--- src/rtl/wts_pkg.sv ---
// -----------------------------------------------------------------------------
// wts_pkg
// Shared definitions for the wave-table tone generator family.
//   - wave_len_e : per-channel wave length code (2 bits)
//   - SLOT_W     : width of the slot counter / out_channel field
//   - MAX_CH     : largest supported channel count
//   - step_size  : address increment for a length code at a given table width
// -----------------------------------------------------------------------------
package wts_pkg;

    // Wave length codes. The whole table is always 2^ADDR_W samples; the code
    // picks how coarsely it is walked, so a shorter wave plays fewer samples.
    typedef enum logic [1:0] {
        LEN_QUARTER  = 2'd0,  // step 4 -> 2^(ADDR_W-2) samples per wave
        LEN_HALF     = 2'd1,  // step 2 -> 2^(ADDR_W-1) samples per wave
        LEN_FULL     = 2'd2,  // step 1 -> 2^ADDR_W samples per wave
        LEN_FULL_ALT = 2'd3   // alias of LEN_FULL
    } wave_len_e;

    localparam int SLOT_W = 4;
    localparam int MAX_CH = 16;

    // Address step for a length code. For very small tables the step is
    // limited to half the table so a wave never collapses onto a single sample.
    function automatic int unsigned step_size(input wave_len_e code,
                                              input int unsigned addr_w);
        int unsigned nominal;
        int unsigned limit;
        case (code)
            LEN_QUARTER: nominal = 4;
            LEN_HALF:    nominal = 2;
            default:     nominal = 1;
        endcase
        if (addr_w >= 2) begin
            limit = 32'd1 << (addr_w - 32'd1);
        end else begin
            limit = 1;
        end
        return (nominal > limit) ? limit : nominal;
    endfunction

endpackage : wts_pkg

--- src/rtl/wts_tone_channel_step.sv ---
// -----------------------------------------------------------------------------
// wts_tone_channel_step
// Combinational next-state for one tone channel. The top level muxes the
// state of the channel owned by the current slot into this block and writes
// the result back, so a single instance serves every channel.
//
// Ports
//   addr_i    [ADDR_W] current wave address
//   cnt_i     [FREQ_W] current divider count
//   end_i              one-shot finished flag
//   kon_i              key-on (direct pulse or pending) for this channel
//   length_i  [2]      wave length code
//   freq_i    [FREQ_W] divider reload value
//   oneshot_i          stop at end of wave instead of wrapping
//   addr_o    [ADDR_W] next wave address
//   cnt_o     [FREQ_W] next divider count
//   end_o              next end flag
// -----------------------------------------------------------------------------
module wts_tone_channel_step
    import wts_pkg::*;
#(
    parameter int FREQ_W = 12,
    parameter int ADDR_W = 7
) (
    input  logic [ADDR_W-1:0] addr_i,
    input  logic [FREQ_W-1:0] cnt_i,
    input  logic              end_i,
    input  logic              kon_i,
    input  logic [1:0]        length_i,
    input  logic [FREQ_W-1:0] freq_i,
    input  logic              oneshot_i,
    output logic [ADDR_W-1:0] addr_o,
    output logic [FREQ_W-1:0] cnt_o,
    output logic              end_o
);

    logic [ADDR_W:0] step_w;
    logic [ADDR_W:0] sum_w;

    // One extra bit on the sum so the top bit flags "ran past the table end",
    // which is exactly the one-shot stop condition.
    always_comb begin
        step_w = (ADDR_W + 1)'(step_size(wave_len_e'(length_i), ADDR_W));
        sum_w  = {1'b0, addr_i} + step_w;
    end

    // Priority: key-on, then finished one-shot hold, then divider, then step.
    always_comb begin
        addr_o = addr_i;
        cnt_o  = cnt_i;
        end_o  = end_i;
        if (kon_i) begin
            addr_o = '0;
            cnt_o  = freq_i;
            end_o  = 1'b0;
        end else if (end_i) begin
            // finished one-shot: everything frozen until the next key-on
        end else if (cnt_i != '0) begin
            cnt_o = cnt_i - FREQ_W'(1);
        end else begin
            cnt_o = freq_i;
            if (oneshot_i && sum_w[ADDR_W]) begin
                // last sample stays on the output instead of wrapping to 0
                end_o = 1'b1;
            end else begin
                addr_o = sum_w[ADDR_W-1:0];
            end
        end
    end

endmodule : wts_tone_channel_step

--- src/rtl/wts_tone_generator_nch.sv ---
// -----------------------------------------------------------------------------
// wts_tone_generator_nch
// Time-multiplexed wave-table tone generator for NUM_CH channels. A slot
// counter visits one channel per enabled clock; the visited channel's phase
// state is updated and its new wave address is registered out for the wave
// memory read stage.
//
// Output handshake: out_valid is a plain qualifier with no back-pressure.
// out_valid=1 means out_channel/wave_address describe the slot processed on
// the previous edge; the consumer must take it that cycle. When out_valid=0
// the address fields keep their last values and must be ignored.
//
// Ports
//   clk                  system clock
//   nreset               asynchronous active-low reset
//   enable               slot advance strobe; 0 freezes sequencer and state
//   reg_wave_length      [2*NUM_CH]      length code, channel c at [2c+1:2c]
//   reg_frequency_count  [FREQ_W*NUM_CH] divider reload, channel c at [FREQ_W*c +: FREQ_W]
//   reg_oneshot          [NUM_CH]        1 = stop at end of wave
//   key_on               [NUM_CH]        one-clock restart pulse per channel
//   out_valid                            output qualifier
//   out_channel          [4]             channel index of current output
//   wave_address         [ADDR_W]        sample address for out_channel
//   channel_end          [NUM_CH]        sticky one-shot finished flags
// -----------------------------------------------------------------------------
module wts_tone_generator_nch
    import wts_pkg::*;
#(
    parameter int NUM_CH = 5,
    parameter int FREQ_W = 12,
    parameter int ADDR_W = 7
) (
    input  logic                     clk,
    input  logic                     nreset,
    input  logic                     enable,
    input  logic [2*NUM_CH-1:0]      reg_wave_length,
    input  logic [FREQ_W*NUM_CH-1:0] reg_frequency_count,
    input  logic [NUM_CH-1:0]        reg_oneshot,
    input  logic [NUM_CH-1:0]        key_on,
    output logic                     out_valid,
    output logic [SLOT_W-1:0]        out_channel,
    output logic [ADDR_W-1:0]        wave_address,
    output logic [NUM_CH-1:0]        channel_end
);

    localparam logic [SLOT_W-1:0] LAST_SLOT = SLOT_W'(NUM_CH - 1);

    // ---------------------------------------------------------------- state
    logic [SLOT_W-1:0]             slot_q, slot_d;
    logic [NUM_CH-1:0][ADDR_W-1:0] addr_q, addr_d;
    logic [NUM_CH-1:0][FREQ_W-1:0] cnt_q,  cnt_d;
    logic [NUM_CH-1:0]             end_q,  end_d;
    logic [NUM_CH-1:0]             kon_q,  kon_d;

    logic                          out_valid_q,    out_valid_d;
    logic [SLOT_W-1:0]             out_channel_q,  out_channel_d;
    logic [ADDR_W-1:0]             wave_address_q, wave_address_d;

    // ------------------------------------------------- selected slot inputs
    logic [ADDR_W-1:0] sel_addr;
    logic [FREQ_W-1:0] sel_cnt;
    logic              sel_end;
    logic              sel_kon;
    logic [1:0]        sel_len;
    logic [FREQ_W-1:0] sel_freq;
    logic              sel_oneshot;

    logic [ADDR_W-1:0] nxt_addr;
    logic [FREQ_W-1:0] nxt_cnt;
    logic              nxt_end;

    // Equality-compare mux rather than a variable index: the slot counter is
    // wider than the channel index for most NUM_CH values.
    always_comb begin
        sel_addr    = '0;
        sel_cnt     = '0;
        sel_end     = 1'b0;
        sel_kon     = 1'b0;
        sel_len     = '0;
        sel_freq    = '0;
        sel_oneshot = 1'b0;
        for (int c = 0; c < NUM_CH; c++) begin
            if (slot_q == SLOT_W'(c)) begin
                sel_addr    = addr_q[c];
                sel_cnt     = cnt_q[c];
                sel_end     = end_q[c];
                // a pulse arriving on the channel's own slot is applied now
                sel_kon     = key_on[c] | kon_q[c];
                sel_len     = reg_wave_length[2*c +: 2];
                sel_freq    = reg_frequency_count[FREQ_W*c +: FREQ_W];
                sel_oneshot = reg_oneshot[c];
            end
        end
    end

    wts_tone_channel_step #(
        .FREQ_W (FREQ_W),
        .ADDR_W (ADDR_W)
    ) u_step (
        .addr_i    (sel_addr),
        .cnt_i     (sel_cnt),
        .end_i     (sel_end),
        .kon_i     (sel_kon),
        .length_i  (sel_len),
        .freq_i    (sel_freq),
        .oneshot_i (sel_oneshot),
        .addr_o    (nxt_addr),
        .cnt_o     (nxt_cnt),
        .end_o     (nxt_end)
    );

    // --------------------------------------------------------- next state
    always_comb begin
        slot_d         = slot_q;
        addr_d         = addr_q;
        cnt_d          = cnt_q;
        end_d          = end_q;
        // Key-ons for channels not being processed (or any key-on while
        // frozen) are remembered until that channel's next visit.
        kon_d          = kon_q | key_on;
        out_valid_d    = enable;
        out_channel_d  = out_channel_q;
        wave_address_d = wave_address_q;

        if (enable) begin
            slot_d = (slot_q == LAST_SLOT) ? '0 : slot_q + SLOT_W'(1);
            for (int c = 0; c < NUM_CH; c++) begin
                if (slot_q == SLOT_W'(c)) begin
                    addr_d[c] = nxt_addr;
                    cnt_d[c]  = nxt_cnt;
                    end_d[c]  = nxt_end;
                    kon_d[c]  = 1'b0;
                end
            end
            out_channel_d  = slot_q;
            wave_address_d = nxt_addr;
        end
    end

    // ----------------------------------------------------------- registers
    always_ff @(posedge clk or negedge nreset) begin
        if (!nreset) begin
            slot_q         <= '0;
            addr_q         <= '0;
            cnt_q          <= '0;
            end_q          <= '0;
            kon_q          <= '0;
            out_valid_q    <= 1'b0;
            out_channel_q  <= '0;
            wave_address_q <= '0;
        end else begin
            slot_q         <= slot_d;
            addr_q         <= addr_d;
            cnt_q          <= cnt_d;
            end_q          <= end_d;
            kon_q          <= kon_d;
            out_valid_q    <= out_valid_d;
            out_channel_q  <= out_channel_d;
            wave_address_q <= wave_address_d;
        end
    end

    // end_q is updated on the same edge as the output registers, so a
    // channel_end bit rises together with the output that finished it.
    assign out_valid    = out_valid_q;
    assign out_channel  = out_channel_q;
    assign wave_address = wave_address_q;
    assign channel_end  = end_q;

endmodule : wts_tone_generator_nch

--- config.mk ---
export PLATFORM = sky130hd
export DESIGN_NAME = wts_tone_generator_nch
export DESIGN_NICKNAME = d
export VERILOG_FILES = /design/src/rtl/wts_pkg.sv /design/src/rtl/wts_tone_channel_step.sv /design/src/rtl/wts_tone_generator_nch.sv
export SDC_FILE = /design/constraint.sdc
export NUM_CORES = 1
export LEC_CHECK = 0
export CORE_ASPECT_RATIO = 0.8
export CORE_MARGIN = 10
export CORE_UTILIZATION = 48
export DETAILED_ROUTE_END_ITERATION = 8
export PLACE_DENSITY = 0.75
export SYNTH_ARGS = -nofsm -noshare
export SYNTH_HDL_FRONTEND = slang
export SYNTH_SLANG_ARGS = --single-unit
--- constraint.sdc ---
create_clock -name clk -period 4.1 [get_ports clk]
set_input_delay 0.82 -clock clk [delete_from_list [all_inputs] [get_ports clk]]
set_output_delay 0.82 -clock clk [all_outputs]
set_load 0.05 [all_outputs]
==> PnR_summary.wiki, run 1 <==
{| class="wikitable"
! Metric !! Value
|-
| Number of vias in the routed layout || 6472
|-
| Number of antenna violations at the first check in global routing || 0
|-
| Number of storage elements in the synthesis netlist || 121
|-
| DPL Wire Length || 15900 µm
|-
| Core Rows || 38
|-
| Distinct cell type count of the synthesized netlist || 65
|-
| Sequential element share of the synthesized area || 45.9%
|-
| Critical path required time || 4.40 ns
|-
| Count of flip-flops with a built-in enable after synthesis || 0
|-
| Fin Hold WS || 0.473 ns
|-
| Setup crit end kind || flop
|-
| Flip-flop cell with the highest count after synthesis || dfrtp_1
|-
| Cts-stage hold buffer count || 0
|-
| CTS Sinks || 121
|-
| Switching part of the total || 46.1%
|-
| Number of H-tree branching levels || 4
|-
| Crit-path slowest cell || or4b_4
|-
| Static leakage || 3.70 nW
|-
| Final layout net count || 951
|-
| CTS tree || built
|-
| Number of buffers added by the clock tree synthesis step || 17
|-
| Maximum operating frequency || 257 MHz
|-
| Synth warn || 0
|-
| Transition time of the tightest slew-check pin || 0.833 ns
|-
| Result of the run || finished clean
|-
| Depth of the most critical reg-to-reg path || 13
|-
| Detailed-route DRC error count || 0
|-
| All-layer global routing usage || 23.4%
|-
| Crit Path Max Fanout || 9
|-
| Count of input and output buffers || 99
|-
| Worst-Skew Late Latency || 0.43 ns
|-
| PwrDens || 946 nW/µm²
|-
| Count of max-cap constraint violations || 0
|-
| Vias in the first global route || 6242
|-
| Sum of met2 wire segment lengths after detailed routing || 9890 µm
|-
| Final Slew Violations || 0
|-
| Power spent charging and discharging nets || 0.00378 W
|-
| DRT antenna net count || 0
|-
| Multi-input combinational cell area || 3380 µm²
|-
| Ratio of final minimum period to clock period || 94.9%
|-
| FILL cells || 1077
|-
| Worst hold path cell count || 1
|-
| FF/Latch Area || 3030 µm²
|-
| Seq pwr share || 23.9%
|-
| Area inside the core boundary || 13500 µm²
|-
| Final critical-path required period || 3.89 ns
|-
| Cells traversed along the worst timing path || inv_1, ha_1, nor2b_1, and3_1, o221ai_1, a21boi_1, ha_1, o211ai_2, or4b_4, o21ai_4, mux2i_1, buf_4, o21ai_1
|-
| Starting DRC count in detailed routing || 730
|-
| Comb power frac || 56.5%
|-
| Proportion of layout cells with a drive suffix above 1 || 12.6%
|-
| Post-synthesis async set-or-reset flop share || 100%
|-
| Aggregate global routing overflow || 0
|-
| Combined area of all synthesized cells || 6600 µm²
|-
| Mean number of vias per cell || 6.16
|-
| Stage delay of the slowest cell on the critical path || 0.62 ns
|-
| First-pass GRT wire length || 34800 µm
|-
| Starting utilization of the core area || 48.9%
|-
| Post-Route Skew || 0.0129 ns
|-
| Total internal power || 0.00442 W
|-
| Area grow syn2layout || 31.5%
|-
| Maximum vdd ir drop || 0.442 mV
|-
| Maximum number of pins on one net before global-route repair || 63
|-
| Average cell area after synthesis || 8.82 µm²
|-
| Detailed Route WL || 22300 µm
|-
| Metal1 wirelength || 9310 µm
|-
| Final RePlAce weighted congestion || 0.972
|-
| Data arrival time of the worst path || 4.19 ns
|-
| Detail-routed net length per standard cell || 21.2 µm
|-
| Top Ports || 100
|-
| Highest routing layer actually used || met4
|-
| Clock Tree Buf Depth || 2
|-
| Final-report hold violation count || 0
|-
| Overall die width || 151 µm
|-
| Antenna diode count || 0
|-
| Buffer type at the clock tree root || clkbuf_16
|-
| Synthesized net count || 842
|-
| Overall die height || 125 µm
|-
| Cell repeated most along the worst path || ha_1
|-
| Cells after synthesis || 748
|-
| Final setup violation count || 0
|-
| Total length of routed met3 wires || 2460 µm
|-
| Critical setup path kind || flop to flop
|-
| Clock power share || 19.6%
|-
| DP Cell Count || 1015
|-
| 1st-pass router iterations || 6
|-
| Die area || 18900 µm²
|-
| HP Class || flop to flop
|-
| Clock-pin slew on the worst setup and hold paths || 0.06 ns
|-
| Number of standard cells in the final layout excluding fillers || 1050
|-
| Relative slew slack || 44.5%
|-
| Critical path launch point type || flop
|}
metrics by stage:
step	setup TNS [ns]	instance area, µm²	setup slack [ns]	utilization (%)	total power [W]
2_1_floorplan	0	6600	0.0455	-	0.00486
3_5_place_dp	0	7940	0.109	58.8	0.00632
3_3_place_gp	0	7940	0.243	58.8	0.00618
5_1_grt	-0.181	8680	-0.0367	64.3	0.00872
4_1_cts	0	8580	0.0808	63.5	0.00796
6_report	0	8680	0.210	64.3	0.00820
cells by family (layout without fill, tap and decap cells):
kind of cell	count (synthesis)	in the layout	synth area share (%)
AOI/OAI and AO/OA	269	269	25.6
xor gates and xnor gates	9	9	1.19
adders and majority gates	11	11	2.20
buffers and inverters	71	193	4.25
DFF	121	121	45.9
muxes	24	24	3.73
and+or+nand+nor	243	243	17.1
worst paths after layout:
| check | from | end | slack [ns] |
|---|---|---|---|
| hold / removal | kon_q[1] | kon_q[1] | 0.47 |
| max in group asynchronous | nreset | cnt_q[28] | 2.82 |
| hold reg to reg | kon_q[1] | kon_q[1] | 0.47 |
| setup / recovery | slot_q[1] | cnt_q[32] | 0.21 |
| setup reg to reg | slot_q[1] | cnt_q[32] | 0.21 |
| min in group asynchronous | nreset | cnt_q[33] | 0.48 |
critical path: cells and delay by family, from the launching register on:
family | cells | cell delay [ns]
buf+inv | 2 | 0.31
compound gates | 5 | 1.11
flops | 1 | 0.42
simple gates | 3 | 0.98
mux | 1 | 0.32
fa+ha+maj | 2 | 0.61
power groups by stage:
stage	sequential [W]	clock (W)	combinational (W)
after floorplan	0.00207	0	0.00279
after global placement	0.00192	0	0.00426
after detailed placement	0.00195	0	0.00437
after CTS	0.00194	0.00162	0.00441
after global routing	0.00202	0.00167	0.00503
final	0.00196	0.00161	0.00464
area by class of cell:
cell class / count / share of cell area, %
clock buffers: 18 / 5.06
clock inverters: 14 / 2.25
inverters: 18 / 0.779
multi-input cells: 556 / 38.9
flip-flops and latches: 121 / 34.9
well taps: 180 / 2.60
repair buffers: 143 / 15.5
registers in the layout, summed over array words and instances, names as in the netlist:
signal / cells
out_channel: 4
wave_address: 7
kon_q: 5
slot_q: 4
cnt_q: 60
addr_q: 35
out_valid: 1
channel_end: 5
cell usage after synthesis, types with 6 or more instances:
| cell | count | area, µm² |
|---|---|---|
| nand2_1 | 143 | 537 |
| dfrtp_1 | 121 | 3030 |
| o21ai_0 | 112 | 561 |
| a21oi_1 | 45 | 225 |
| clkbuf_1 | 37 | 139 |
| nor2_1 | 33 | 124 |
| mux2i_1 | 19 | 190 |
| inv_1 | 18 | 67.6 |
| o21ai_1 | 18 | 90.1 |
| buf_2 | 11 | 55.1 |
| nand3_1 | 11 | 55.1 |
| ha_1 | 10 | 125 |
| a221oi_1 | 9 | 78.8 |
| a22oi_1 | 9 | 67.6 |
| o211ai_1 | 9 | 67.6 |
| o22ai_1 | 9 | 56.3 |
| nand2b_1 | 7 | 43.8 |
| nor2b_1 | 7 | 43.8 |
| nor3_1 | 7 | 35.0 |
| xnor2_1 | 7 | 61.3 |
| a211oi_1 | 6 | 45.0 |
| a21o_1 | 6 | 45.0 |
cell usage in the layout (no fill, tap or decap), types with 6 or more instances in the layout:
master and count:
nor2_1 33, nand3_1 11, mux2i_1 16, nor2b_1 7, a22oi_1 8, o22ai_1 9
a21oi_1 45, clkbuf_16 17, clkdlybuf4s50_1 98, o21ai_1 19, xnor2_1 6, nor3_1 7
a221oi_1 7, dfrtp_1 120, buf_4 43, a21o_1 6, o211ai_1 9, inv_1 18
o21ai_0 110, nand2b_1 7, nand2_1 143, ha_1 10
routing by layer:
| layer | vias to the layer above | GRT usage (%) |
|---|---|---|
| met3 | 48 | 7.15 |
| li1 | 2910 | - |
| met4 | 0 | 7.97 |
| met2 | 375 | 34.5 |
| met1 | 3139 | 31.6 |
| met5 | - | 0 |
timing repair:
action                     CTS  global route
setup buffers                0             3
gates resized for setup      0            16
setup endpoints to repair    0            65
(Power assumes the default switching activity.)
==> run 2: changes to the inputs <==
--- a/config.mk
+++ b/config.mk
@@ -5,7 +5,6 @@
 export SDC_FILE = /design/constraint.sdc
 export NUM_CORES = 1
 export LEC_CHECK = 0
-export CORE_ASPECT_RATIO = 0.8
 export CORE_MARGIN = 10
 export CORE_UTILIZATION = 48
 export DETAILED_ROUTE_END_ITERATION = 8
==> run 2 against run 1 <==
  * Worst hold slack lost 0.027 ns
  * Critical path depth grew 5
  * Flip-flop and latch count is the same
==> PnR_summary.wiki, run 2 (same netlist as run 1, synthesis figures left out) <==
{| class="wikitable"
! Metric !! Value
|-
| CTS Sinks || 121 (unchanged)
|-
| Starting utilization of the core area || 49.4% (was 48.9%)
|-
| Fin Hold WS || 0.446 ns (was 0.473 ns)
|-
| Number of standard cells in the final layout excluding fillers || 1042 (was 1050)
|-
| Cell repeated most along the worst path || inv_1 (was ha_1)
|-
| First-pass GRT wire length || 33600 µm (was 34800 µm)
|-
| Data arrival time of the worst path || 4.24 ns (was 4.19 ns)
|-
| Final-report hold violation count || 0 (unchanged)
|-
| Clock Tree Buf Depth || 2 (unchanged)
|-
| Static leakage || 3.68 nW (was 3.70 nW)
|-
| Overall die height || 137 µm (was 125 µm)
|-
| Final setup violation count || 0 (unchanged)
|-
| Maximum operating frequency || 254 MHz (was 257 MHz)
|-
| Family of cells with the greatest summed delay on the critical path || adder cells (was compound AO/OA/AOI/OAI gates)
|-
| Number of H-tree branching levels || 4 (unchanged)
|-
| Buffer type at the clock tree root || clkbuf_16 (unchanged)
|-
| Top Ports || 100 (unchanged)
|-
| Worst-Skew Late Latency || 0.44 ns (was 0.43 ns)
|-
| Bufs and invs on worst path || 5 (was 2)
|-
| Final critical-path required period || 3.94 ns (was 3.89 ns)
|-
| Overall die width || 137 µm (was 151 µm)
|-
| Relative slew slack || 12.6% (was 44.5%)
|-
| Instance area at placement || 7870 µm² (was 7940 µm²)
|-
| Number of antenna violations at the first check in global routing || 0 (unchanged)
|-
| Leading cell type in the layout, fill and taps excluded || nand2_1 (unchanged)
|-
| Critical path launch point type || flop (unchanged)
|-
| Detailed-route DRC error count || 0 (unchanged)
|-
| Commonest cells after routing, fill and taps aside || 142 x nand2_1, 121 x dfrtp_1, 110 x o21ai_0 (was 143 x nand2_1, 120 x dfrtp_1, 110 x o21ai_0)
|-
| Transition time of the tightest slew-check pin || 1.31 ns (was 0.833 ns)
|-
| Core Rows || 42 (was 38)
|-
| Count of input and output buffers || 99 (unchanged)
|-
| All-layer global routing usage || 22.9% (was 23.4%)
|-
| Proportion of layout cells with a drive suffix above 1 || 12.7% (was 12.6%)
|-
| DP Cell Count || 1004 (was 1015)
|-
| Crit-path slowest cell || dfrtp_1 (was or4b_4)
|-
| Clock-pin slew on the worst setup and hold paths || 0.06 ns (about the same)
|-
| DRT antenna net count || 0 (unchanged)
|-
| CTS tree || built (unchanged)
|-
| Depth of the most critical reg-to-reg path || 18 (was 13)
|-
| Area inside the core boundary || 13300 µm² (was 13500 µm²)
|-
| Aggregate global routing overflow || 0 (unchanged)
|-
| Critical setup path kind || flop to flop (unchanged)
|-
| Number of buffers added by the clock tree synthesis step || 17 (unchanged)
|-
| Post-Route Skew || 0.0152 ns (was 0.0129 ns)
|-
| Final core utilization || 64.6% (was 64.3%)
|-
| Critical path required time || 4.40 ns (about the same)
|-
| Maximum number of pins on one net before global-route repair || 70 (was 63)
|-
| Final Slew Violations || 0 (unchanged)
|-
| 1st-pass router iterations || 6 (unchanged)
|-
| Number of vias in the routed layout || 6420 (was 6472)
|-
| Crit Path Max Fanout || 6 (was 9)
|-
| Maximum vdd ir drop || 0.550 mV (was 0.442 mV)
|-
| Vias in the first global route || 6339 (was 6242)
|-
| Ratio of final minimum period to clock period || 96.0% (was 94.9%)
|-
| Worst r2r dst || addr_q[20] (was cnt_q[32])
|-
| Comb power frac || 57.7% (was 56.5%)
|-
| PwrDens || 937 nW/µm² (was 946 nW/µm²)
|-
| Starting DRC count in detailed routing || 627 (was 730)
|-
| DPL Wire Length || 15300 µm (was 15900 µm)
|-
| Final layout net count || 947 (was 951)
|-
| Clock power share || 18.2% (was 19.6%)
|-
| Switching part of the total || 46.8% (was 46.1%)
|-
| Detail-routed net length per standard cell || 20.6 µm (was 21.2 µm)
|-
| Setup crit end kind || flop (unchanged)
|-
| Final RePlAce weighted congestion || 0.960 (was 0.972)
|-
| Start of the worst register-to-register path || slot_q[1] (unchanged)
|-
| Total internal power || 0.00430 W (was 0.00442 W)
|-
| Area of all placed cells without fillers || 8630 µm² (was 8680 µm²)
|-
| Power spent charging and discharging nets || 0.00379 W (was 0.00378 W)
|-
| Count of max-cap constraint violations || 0 (unchanged)
|-
| Seq pwr share || 24.2% (was 23.9%)
|-
| Detailed Route WL || 21500 µm (was 22300 µm)
|-
| Mean number of vias per cell || 6.16 (about the same)
|-
| Cts-stage hold buffer count || 0 (unchanged)
|-
| Cells traversed along the worst timing path || inv_1, ha_1, nor4b_4, buf_4, a22oi_1, nand2_1, o21ai_0, o21ai_1, ha_1, inv_1, fa_1, inv_1, a21oi_1, nor4_1, nand4_1, xnor2_1, buf_4, o21ai_0 (was inv_1, ha_1, nor2b_1, and3_1, o221ai_1, a21boi_1, ha_1, o211ai_2, or4b_4, o21ai_4, mux2i_1, buf_4, o21ai_1)
|-
| Stage delay of the slowest cell on the critical path || 0.44 ns (was 0.62 ns)
|-
| Number of flip-flops under the largest register name || 60 (unchanged)
|-
| Antenna diode count || 0 (unchanged)
|-
| Area grow syn2layout || 30.7% (was 31.5%)
|-
| HP Class || input port to async pin (was flop to flop)
|-
| Register containing the most flip-flops in the final layout || cnt_q (unchanged)
|-
| Die area || 18800 µm² (was 18900 µm²)
|-
| R2R setup slack || 0.16 ns (was 0.21 ns)
|-
| Result of the run || finished clean (unchanged)
|}
run 2: power by group through the flow:
stage | registers [W] | clock network, W | logic, W
after floorplan | 0.00207 | 0 | 0.00279
after global placement | 0.00194 | 0 | 0.00413
final | 0.00195 | 0.00147 | 0.00467
after global routing | 0.00201 | 0.00154 | 0.00504
after detailed placement | 0.00195 | 0 | 0.00422
after CTS | 0.00194 | 0.00148 | 0.00425
run 2: worst register-to-register path: stages, from the launching register on:
cell	delay [ns]
dfrtp_1	0.44
inv_1	0.14
ha_1	0.31
nor4b_4	0.42
buf_4	0.19
a22oi_1	0.08
nand2_1	0.08
o21ai_0	0.12
o21ai_1	0.33
ha_1	0.23
inv_1	0.05
fa_1	0.40
inv_1	0.08
a21oi_1	0.08
nor4_1	0.25
nand4_1	0.16
xnor2_1	0.18
buf_4	0.18
o21ai_0	0.08
run 2: final cells by class:
type	count	area [µm²]
clock inverter	15	153
multi-input combinational	556	3420
inverter	18	67.6
fill	1089	4720
timing repair buffer	139	1310
clock buffer	17	425
tap	176	220
sequential	121	3030
run 2: what timing repair did:
item / 4_1_cts / 5_1_grt
hold endpoints to repair: 0 / 0
gates resized for setup: 2 / 20
setup buffers: 0 / 6
setup endpoints to repair: 19 / 78
pin swaps: 0 / 2
run 2: routing by layer:
layer	share of wire, %	vias to the layer above	track usage [%]
li1	-	2906	-
met1	40	3139	28.3
met2	50	314	37.7
met3	6.8	61	6.01
met4	3.0	0	8.20
met5	0	-	0
run 2: worst max path at each step:
stage,startpoint,end,slack (ns),cells past startpoint
2_1_floorplan,slot_q[1],addr_q[22],0.05,21
3_3_place_gp,reg_wave_length[0],addr_q[28],0.22,13
3_5_place_dp,slot_q[1],addr_q[21],-0.03,13
4_1_cts,slot_q[1],addr_q[21],0.08,16
5_1_grt,slot_q[1],addr_q[6],-0.14,18
6_report,slot_q[1],addr_q[20],0.16,18
run 2: metrics by stage:
step	setup TNS, ns	power (W)	worst slack, ns
detailed placement	-0.0647	0.00618	-0.0286
global route	-0.816	0.00860	-0.145
floorplan	0	0.00486	0.0455
CTS	0	0.00768	0.0789
global placement	0	0.00606	0.216
finish	0	0.00809	0.165
==> run 3: changes to the inputs <==
--- a/config.mk
+++ b/config.mk
@@ -5,9 +5,11 @@
 export SDC_FILE = /design/constraint.sdc
 export NUM_CORES = 1
 export LEC_CHECK = 0
+export ABC_CLOCK_PERIOD_IN_PS = 4100
 export CORE_MARGIN = 10
 export CORE_UTILIZATION = 48
 export DETAILED_ROUTE_END_ITERATION = 8
+export GPL_TIMING_DRIVEN = 0
 export PLACE_DENSITY = 0.75
 export SYNTH_ARGS = -nofsm -noshare
 export SYNTH_HDL_FRONTEND = slang
==> run 3 against run 2 <==
  * The run now ends with negative setup slack left
  * Core utilization increased by 4.1 points
  * Maximum frequency shrank 4.1%
  * First-iteration DRC count rose by 19%
  * Clock power is 8% higher
  * Final area is 6.4% higher
  * Via count up 6.2%
  * Sequential power barely moved
==> PnR_summary.wiki, run 3 (same netlist as run 1, synthesis figures left out) <==
{| class="wikitable"
! Metric !! Value
|-
| Die area || 18800 µm² (unchanged)
|-
| Critical path required time || 4.38 ns (was 4.40 ns)
|-
| Vias in the first global route || 6775 (was 6339)
|-
| 1st-pass router iterations || 8 (was 6)
|-
| Detailed-route DRC error count || 0 (unchanged)
|-
| Comb power frac || 60.0% (was 57.7%)
|-
| Overall die width || 137 µm (unchanged)
|-
| Detailed Route WL || 24700 µm (was 21500 µm)
|-
| Number of flip-flops under the largest register name || 60 (unchanged)
|-
| Stage delay of the slowest cell on the critical path || 0.44 ns (about the same)
|-
| HP Class || input port to async pin (unchanged)
|-
| R2R setup slack || -0.004 ns (was 0.16 ns)
|-
| Bufs and invs on worst path || 7 (was 5)
|-
| Mean number of vias per cell || 6.25 (was 6.16)
|-
| Overall die height || 137 µm (unchanged)
|-
| Number of H-tree branching levels || 4 (unchanged)
|-
| Critical setup path kind || flop to flop (unchanged)
|-
| Clock Tree Buf Depth || 2 (unchanged)
|-
| Setup crit end kind || flop (unchanged)
|-
| Crit Path Max Fanout || 8 (was 6)
|-
| Clock power share || 18.0% (was 18.2%)
|-
| All-layer global routing usage || 25.4% (was 22.9%)
|-
| Commonest cells after routing, fill and taps aside || 141 x nand2_1, 119 x dfrtp_1, 98 x clkdlybuf4s50_1 (was 142 x nand2_1, 121 x dfrtp_1, 110 x o21ai_0)
|-
| Cells traversed along the worst timing path || inv_4, ha_4, buf_12, buf_12, buf_8, nor3b_2, buf_4, buf_4, a222oi_1, nor3_1, a221oi_2, inv_1, ha_1, a21o_1, a21oi_4, nor3_4, nand2_2, nand4_1, xnor2_4, o22ai_1 (was inv_1, ha_1, nor4b_4, buf_4, a22oi_1, nand2_1, o21ai_0, o21ai_1, ha_1, inv_1, fa_1, inv_1, a21oi_1, nor4_1, nand4_1, xnor2_1, buf_4, o21ai_0)
|-
| Instance area at placement || 7840 µm² (was 7870 µm²)
|-
| Count of max-cap constraint violations || 0 (unchanged)
|-
| Area inside the core boundary || 13300 µm² (unchanged)
|-
| Post-Route Skew || 0.0143 ns (was 0.0152 ns)
|-
| Starting utilization of the core area || 49.4% (unchanged)
|-
| Total internal power || 0.00478 W (was 0.00430 W)
|-
| Number of antenna violations at the first check in global routing || 0 (unchanged)
|-
| Top Ports || 100 (unchanged)
|-
| Worst Slack Setup Final || -0.00425 ns (was 0.165 ns)
|-
| Seq pwr share || 22.0% (was 24.2%)
|-
| Number of vias in the routed layout || 6818 (was 6420)
|-
| Final layout net count || 996 (was 947)
|-
| Antenna diode count || 0 (unchanged)
|-
| Clock-pin slew on the worst setup and hold paths || 0.05 ns (was 0.06 ns)
|-
| Maximum vdd ir drop || 0.527 mV (was 0.550 mV)
|-
| Final Slew Violations || 0 (unchanged)
|-
| RSZ-0062 raised after global routing || true
|-
| Area of all placed cells without fillers || 9180 µm² (was 8630 µm²)
|-
| Maximum operating frequency || 244 MHz (was 254 MHz)
|-
| Number of buffers added by the clock tree synthesis step || 17 (unchanged)
|-
| Register containing the most flip-flops in the final layout || cnt_q (unchanged)
|-
| Leading cell type in the layout, fill and taps excluded || nand2_1 (unchanged)
|-
| CTS tree || built (unchanged)
|-
| Power spent charging and discharging nets || 0.00408 W (was 0.00379 W)
|-
| Starting DRC count in detailed routing || 743 (was 627)
|-
| Data arrival time of the worst path || 4.39 ns (was 4.24 ns)
|-
| Switching part of the total || 46.0% (was 46.8%)
|-
| Worst-Skew Late Latency || 0.44 ns (about the same)
|-
| Critical path launch point type || flop (unchanged)
|-
| Violated checks || negative setup slack
|-
| Final-report hold violation count || 0 (unchanged)
|-
| Relative slew slack || 45.1% (was 12.6%)
|-
| Result of the run || finished, violations left (was finished clean)
|-
| PwrDens || 965 nW/µm² (was 937 nW/µm²)
|-
| Proportion of layout cells with a drive suffix above 1 || 17.4% (was 12.7%)
|-
| Aggregate global routing overflow || 0 (unchanged)
|-
| DPL Wire Length || 17200 µm (was 15300 µm)
|-
| Fin Hold WS || 0.282 ns (was 0.446 ns)
|-
| Static leakage || 3.91 nW (was 3.68 nW)
|-
| Transition time of the tightest slew-check pin || 0.824 ns (was 1.31 ns)
|-
| Count of input and output buffers || 99 (unchanged)
|-
| Final critical-path required period || 4.10 ns (was 3.94 ns)
|-
| Final RePlAce weighted congestion || 0.976 (was 0.960)
|-
| Area grow syn2layout || 39.0% (was 30.7%)
|-
| CTS Sinks || 121 (unchanged)
|-
| Final setup violation count || 1 (was 0)
|-
| Maximum number of pins on one net before global-route repair || 87 (was 70)
|-
| DRT antenna net count || 0 (unchanged)
|-
| Buffer type at the clock tree root || clkbuf_16 (unchanged)
|-
| Crit-path slowest cell || dfrtp_2 (was dfrtp_1)
|-
| Core Rows || 42 (unchanged)
|-
| Ratio of final minimum period to clock period || 100% (was 96.0%)
|-
| Detail-routed net length per standard cell || 22.7 µm (was 20.6 µm)
|-
| First-pass GRT wire length || 36900 µm (was 33600 µm)
|-
| Family of cells with the greatest summed delay on the critical path || compound AO/OA/AOI/OAI gates (was adder cells)
|}
==> run 3: metal layers <==
layer  wire, µm  vias up  global-route usage (%)
li1           -     3008                       -
met1       9350     3297                    31.1
met2      12100      419                    40.3
met3       2180       94                    6.96
met4       1130        0                    13.3
met5          0        -                       0
==> run 3: final timing paths <==
| kind | startpoint | end | depth (start not counted) |
|---|---|---|---|
| max | slot_q[1] | wave_address[4] | 20 |
| max in group asynchronous | nreset | addr_q[0] | 2 |
| min in group clk | kon_q[1] | kon_q[1] | 1 |
| min reg2reg | kon_q[1] | kon_q[1] | 1 |
| min | nreset | cnt_q[40] | 1 |
| max reg2reg | slot_q[1] | wave_address[4] | 20 |
==> run 3: worst reg2reg max path: stages (launching register included) <==
cell and delay (ns):
dfrtp_2 0.44, inv_4 0.07, ha_4 0.18, buf_12 0.14
buf_12 0.13, buf_8 0.12, nor3b_2 0.15, buf_4 0.18
buf_4 0.14, a222oi_1 0.24, nor3_1 0.10, a221oi_2 0.31
inv_1 0.08, ha_1 0.28, a21o_1 0.20, a21oi_4 0.25
nor3_4 0.08, nand2_2 0.16, nand4_1 0.23, xnor2_4 0.33
o22ai_1 0.14
==> run 3: final cells by class <==
type	instances	area, µm²
Buffer	50	304
Clock buffer	20	457
Clock inverter	12	173
Fill cell	1024	4170
Inverter	18	70.1
Multi-Input combinational cell	556	3590
Sequential cell	121	3030
Tap cell	176	220
Timing Repair Buffer	138	1330
==> run 3: per-stage QoR <==
| step | std cells | TNS, ns | util [%] | total power (W) | setup slack (ns) |
|---|---|---|---|---|---|
| after global routing | 1091 | -4.83 | 68.7 | 0.00933 | -0.201 |
| after global placement | 1023 | -351.29 | 58.5 | 0.00605 | -2.30 |
| after floorplan | 748 | 0 | - | 0.00486 | 0.0455 |
| after CTS | 1063 | 0 | 65.6 | 0.00824 | 0.0113 |
| after detailed placement | 1024 | -86.18 | 58.7 | 0.00617 | -1.42 |
| final | 1091 | -0.00425 | 68.7 | 0.00886 | -0.00425 |
==> run 3: power by group through the flow <==
stage	registers, W	logic (W)	clock network [W]
global route	0.00199	0.00568	0.00165
detailed placement	0.00193	0.00424	0
finish	0.00195	0.00532	0.00159
floorplan	0.00207	0.00279	0
global placement	0.00191	0.00414	0
CTS	0.00193	0.00472	0.00159
==> run 3: what timing repair did <==
item,in CTS,in global routing
resized for setup,58,77
hold buffers,0,0
endpoints found under the setup margin,107,92
pin swaps,8,29
setup buffers,10,29
